==> src/rtl/dmem_pkg.sv <==
// Shared types for the data-memory controller: FSM states and access-size codes.
// Pure declarations; no timing or backpressure of its own.
package dmem_pkg;
    typedef enum logic [1:0] {IDLE, RD_WAIT, RMW_WR} state_t;

    localparam logic [1:0] SEL_BYTE = 2'b00;
    localparam logic [1:0] SEL_HALF = 2'b01;
    localparam logic [1:0] SEL_WORD = 2'b11;
endpackage

==> src/rtl/dmem_lane.sv <==
// Byte-lane steering: right-justify a loaded lane and merge a store lane into an old word.
// Purely combinational, zero latency; no flow control.
module dmem_lane
    import dmem_pkg::*;
(
    input  logic [31:0] i_word,
    input  logic [31:0] i_new,
    input  logic [1:0]  i_off,
    input  logic [1:0]  i_sel,
    output logic [31:0] o_data,
    output logic [31:0] o_merged
);
    logic [31:0] w_bsh;
    logic [31:0] w_hsh;

    assign w_bsh = i_word >> {i_off, 3'b000};
    assign w_hsh = i_word >> {i_off[1], 4'b0000};

    always_comb begin
        o_data   = '0;
        o_merged = i_word;
        case (i_sel)
            SEL_WORD: begin
                o_data   = i_word;
                o_merged = i_new;
            end
            // Halves ignore offset[0]; lane is picked by offset[1] alone.
            SEL_HALF: begin
                o_data = {16'h0000, w_hsh[15:0]};
                o_merged[{i_off[1], 4'b0000} +: 16] = i_new[15:0];
            end
            default: begin
                o_data = {24'h000000, w_bsh[7:0]};
                o_merged[{i_off, 3'b000} +: 8] = i_new[7:0];
            end
        endcase
    end
endmodule

==> src/rtl/dmem_ctrl.sv <==
// Load/store port to single-port sync RAM; loads and SB/SH take 2 cycles (1 stall), SW takes 1.
// Stalls the core while a RAM read is outstanding; DMEM_ALIGN_CHECK_EN adds the misalign flag.
module dmem_ctrl
    import dmem_pkg::*;
#(
    parameter int          ADDR_W    = 11,
    parameter logic [31:0] BASE_ADDR = 32'h1001_0000
) (
    input  logic              clk,
    input  logic              reset,
    input  logic              req_r,
    input  logic              req_w,
    input  logic [1:0]        req_sel,
    input  logic [31:0]       req_addr,
    input  logic [31:0]       req_wdata,
    output logic [31:0]       rdata,
    output logic              stall,
    output logic              ram_en,
    output logic              ram_we,
    output logic [ADDR_W-1:0] ram_addr,
    output logic [31:0]       ram_wdata,
    input  logic [31:0]       ram_rdata
`ifdef DMEM_ALIGN_CHECK_EN
    ,
    output logic              misalign
`endif
);
    state_t            r_state;
    logic [ADDR_W-1:0] r_addr;
    logic [1:0]        r_off;
    logic [1:0]        r_sel;
    logic [31:0]       r_wdata;

    logic [ADDR_W-1:0] w_waddr;
    logic              w_bad;
    logic              w_go;
    logic [31:0]       w_ext;
    logic [31:0]       w_merged;

    function automatic logic [ADDR_W-1:0] word_addr(input logic [31:0] a);
        logic [31:0] d;
        d = a - BASE_ADDR;
        return d[ADDR_W+1:2];
    endfunction

    assign w_waddr = word_addr(req_addr);

`ifdef DMEM_ALIGN_CHECK_EN
    assign w_bad    = ((req_sel == SEL_HALF) && req_addr[0]) ||
                      ((req_sel == SEL_WORD) && (req_addr[1:0] != 2'b00));
    assign misalign = !reset && (r_state == IDLE) && (req_r || req_w) && w_bad;
`else
    assign w_bad = 1'b0;
`endif

    assign w_go = (req_r || req_w) && !w_bad;

    dmem_lane u_lane (
        .i_word  (ram_rdata),
        .i_new   (r_wdata),
        .i_off   (r_off),
        .i_sel   (r_sel),
        .o_data  (w_ext),
        .o_merged(w_merged)
    );

    always_ff @(posedge clk or posedge reset) begin
        if (reset) begin
            r_state <= IDLE;
            r_addr  <= '0;
            r_off   <= '0;
            r_sel   <= '0;
            r_wdata <= '0;
        end else begin
            case (r_state)
                IDLE: begin
                    if (w_go) begin
                        r_addr  <= w_waddr;
                        r_off   <= req_addr[1:0];
                        r_sel   <= req_sel;
                        r_wdata <= req_wdata;
                        // A simultaneous load and store is taken as a load.
                        if (req_r)
                            r_state <= RD_WAIT;
                        else if (req_sel != SEL_WORD)
                            r_state <= RMW_WR;
                    end
                end
                default: r_state <= IDLE;
            endcase
        end
    end

    always_comb begin
        rdata     = '0;
        stall     = 1'b0;
        ram_en    = 1'b0;
        ram_we    = 1'b0;
        ram_addr  = w_waddr;
        ram_wdata = req_wdata;
        case (r_state)
            IDLE: begin
                if (!reset && w_go) begin
                    ram_en = 1'b1;
                    if (!req_r && req_sel == SEL_WORD)
                        ram_we = 1'b1;
                    else
                        stall = 1'b1;
                end
            end
            RD_WAIT: rdata = w_ext;
            RMW_WR: begin
                ram_en    = 1'b1;
                ram_we    = 1'b1;
                ram_addr  = r_addr;
                ram_wdata = w_merged;
            end
            default: ;
        endcase
    end
endmodule

==> config.mk <==
export PLATFORM = sky130hd
export DESIGN_NAME = dmem_ctrl
export DESIGN_NICKNAME = d
export VERILOG_FILES = /design/src/rtl/dmem_pkg.sv /design/src/rtl/dmem_lane.sv /design/src/rtl/dmem_ctrl.sv
export SDC_FILE = /design/constraint.sdc
export NUM_CORES = 1
export LEC_CHECK = 0
export ABC_AREA = 1
export CELL_PAD_IN_SITES_DETAIL_PLACEMENT = 2
export CELL_PAD_IN_SITES_GLOBAL_PLACEMENT = 2
export CORE_AREA = 2 2 150 152
export CTS_BUF_LIST = sky130_fd_sc_hd__clkbuf_4
export CTS_CLUSTER_SIZE = 28
export DETAILED_ROUTE_END_ITERATION = 8
export DIE_AREA = 0 0 152 154
export MAX_ROUTING_LAYER = met4
export PLACE_DENSITY_LB_ADDON = 0.2
export SLEW_MARGIN = 20
export SYNTH_ARGS = -nofsm -noshare
export SYNTH_HDL_FRONTEND = slang
export SYNTH_SLANG_ARGS = --single-unit
==> constraint.sdc <==
create_clock -name clk -period 3 [get_ports clk]
set_clock_uncertainty 0.2 [all_clocks]
set_input_delay 0.45 -clock clk [delete_from_list [all_inputs] [get_ports clk]]
set_output_delay 0.45 -clock clk [all_outputs]
set_load 0.05 [all_outputs]
==> impl_results.md <==
- Placeable Area: 21700 µm²
- Die height: 154 µm
- Filler-free cell count of the finished design: 1293
- Nets@finish: 1117
- Worst vdd ir: 0.201 mV
- Top-area cell type share of the netlist area: 0.258
- Reg clk slew, reported paths: 190 ps
- Clock sink count: 49
- Global Route Usage Sum: 0.205
- Global-route wire length before repair: 36.9 mm
- Power Dens Cells: 519 nW/µm²
- Fmax: 335 MHz
- Synthesized netlist cell count: 853
- Area leader, netlist: dfrtp_1
- Final min period: 2980 ps
- WHS: 238 ps
- Crit path launch type: flop
- Syn Area/Cell: 5.56 µm²
- I/O Buffers: 160
- Hold crit path type: input pin to async pin
- Vias/cell: 4.71
- 1st-pass router iterations: 4
- Largest net degree at the start of global routing: 73
- CP required: 2350 ps
- Final Setup Violations: 0
- Yosys warning count: 0
- Post-synth EDFFs: 0
- Area occupied by registers: 1230 µm²
- Antenna Nets Post-Route: 0
- Leak: 0.00377 µW
- Die area: 23400 µm²
- Critical path, cell by cell: buf_6, buf_4, buf_12, ha_1, inv_2, nor2_4, nand3_1, nand2_1, nand2_1, a21oi_4, buf_12
- CTS tree: yes
- # DRC: 0
- GP Congestion: 0.802
- Seq/Total Area, Yosys: 0.258
- Worst rel slew slack: 0.443
- Largest cells by area after synthesis: dfrtp_1 26%, nand2_1 24%, nor2_1 9.2%
- CP bufs+invs: 5
- Root Buffer: clkbuf_4
- Slowest cell on crit path: dfrtp_2
- Dpl cells: 1273
- Fin worst setup slack: 17.8 ps
- # H-tree levels: 2
- Initial Utilization: 0.219
- Max-slew violations: 0
- Final hold violations: 0
- Worst Setup Path Type: flop to output port
- Crit path max fanout: 8
- Max_cap viols: 0
- Status: finished clean
- Clk_lat worst skew: 420 ps
- Worst EP arrival: 2330 ps
- Layout cell share with drive strength beyond 1: 0.206
- FF+latch count, synth: 49
- Cts bufs inserted: 5
- Synth Cell Area: 4750 µm²
- Wire length per cell: 18.2 µm
- Unrepaired setup endpoints after global routing: true
- Main synth FF type: dfrtp_1
- Final period util: 0.994
- Num rows: 54
- Crit path max-delay family: buffers and inverters
- Post-synth net total: 960
- Max clock buf depth: 2
- Worst setup EP type: output port
- Initial antenna violation count: 2
- WL final: 23.5 mm
- Via Count: 6092
- Area growth from synthesis to layout: 68.4%
- CP max stage delay: 470 ps
- Setup_tns: 0 ps
- Overflow after GRT: 0
- DP Worst Slack: 284 ps
- CTS Hold Bufs: 0
- # fillers: 2521
- Unique cell type count in the Yosys netlist: 25
- Die X: 152 µm
- Area of the multi-input gates: 3220 µm²
- Number of top-level pins: 180
- Finished Core Util: 0.368
- FFs w/ async S/R, synth: 1.00
- Initial DRC count: 246
- Measured slew at the worst slew-check pin: 830 ps
- Hpwl dp: 17.5 mm
- Vias in the first global route: 6376
-- final timing paths --
| check | startpoint | endpoint | slack (ps) | cells past startpoint |
|---|---|---|---|---|
| min in group clk | r_wdata[28]$_DFFE_PP0P_ | r_wdata[28]$_DFFE_PP0P_ | 310 | 2 |
| worst max-delay path | r_off[1]$_DFFE_PP0P_ | ram_wdata[22] | 20 | 11 |
| worst min-delay path | reset | r_addr[4]$_DFFE_PP0P_ | 240 | 2 |
| worst min register to register | r_wdata[28]$_DFFE_PP0P_ | r_wdata[28]$_DFFE_PP0P_ | 310 | 2 |
| worst max register to register | r_state[0]$_DFFE_PP0P_ | r_off[0]$_DFFE_PP0P_ | 1140 | 6 |
| max in group asynchronous | reset | r_wdata[16]$_DFFE_PP0P_ | 1790 | 3 |
-- power by group --
group	total, µW	switching [µW]	internal (µW)
Sequential	894	105	789
Combinational	2790	1720	1070
Clock	462	285	177
-- metal layers --
metal,track usage,wire length (µm)
met2,0.328,11200
met3,0.0420,1260
met4,0.0356,261
met1,0.270,10800
met5,-,0
-- per-stage QoR --
step	instance area (µm²)	power, µW
after detailed placement	7580	3530
after CTS	7730	4050
final	7990	4140
after global placement	7580	3480
after floorplan	4910	2380
after global routing	7990	4440
-- what timing repair did --
item,in CTS,in global routing
endpoints found under the setup margin,39,44
gates cloned,0,2
gates resized for setup,24,38
hold endpoints to repair,0,0
pin swaps,1,18
buffers inserted,1,7
-- kinds of logic (layout without fill, tap and decap cells) --
logic type | after synthesis | count (layout) | synth area share
buf+inv | 142 | 300 | 0.128
other cells | 0 | 2 | 0
simple gates | 483 | 483 | 0.401
fa+ha+maj | 5 | 5 | 0.0132
flops | 49 | 49 | 0.258
compound gates | 174 | 174 | 0.200
-- state kept, by name, summed over array words and instances (netlist names) --
register	cells
r_sel	2
r_wdata	32
r_addr	11
r_off	2
r_state	2
-- Yosys cell counts, types with 7 or more instances --
| library cell | instances |
|---|---|
| a21oi_1 | 56 |
| a21oi_2 | 17 |
| buf_2 | 17 |
| buf_6 | 7 |
| clkbuf_1 | 23 |
| dfrtp_1 | 49 |
| inv_1 | 86 |
| nand2_1 | 307 |
| nand3_1 | 42 |
| nor2_1 | 116 |
| nor3_1 | 10 |
| o21ai_0 | 81 |
| o21ai_1 | 16 |
-- placed cells by master (no fill, tap or decap), types with 20 or more instances in the layout --
| master | n |
|---|---|
| nand2_1 | 304 |
| nor2_1 | 114 |
| clkdlybuf4s50_1 | 84 |
| inv_1 | 80 |
| o21ai_0 | 76 |
| buf_12 | 76 |
| dfrtp_1 | 48 |
| a21oi_2 | 41 |
| nand3_1 | 38 |
| buf_4 | 25 |
| a21oi_1 | 20 |
-- layout make-up --
class	count	area share
tap	280	0.0438
inverter	93	0.0454
multi-input combinational	662	0.403
clock inverter	3	0.00579
sequential	49	0.154
antenna	2	0.000626
timing repair buffer	199	0.343
clock buffer	5	0.00470
No activity file was read; power rests on OpenSTA's default activity.
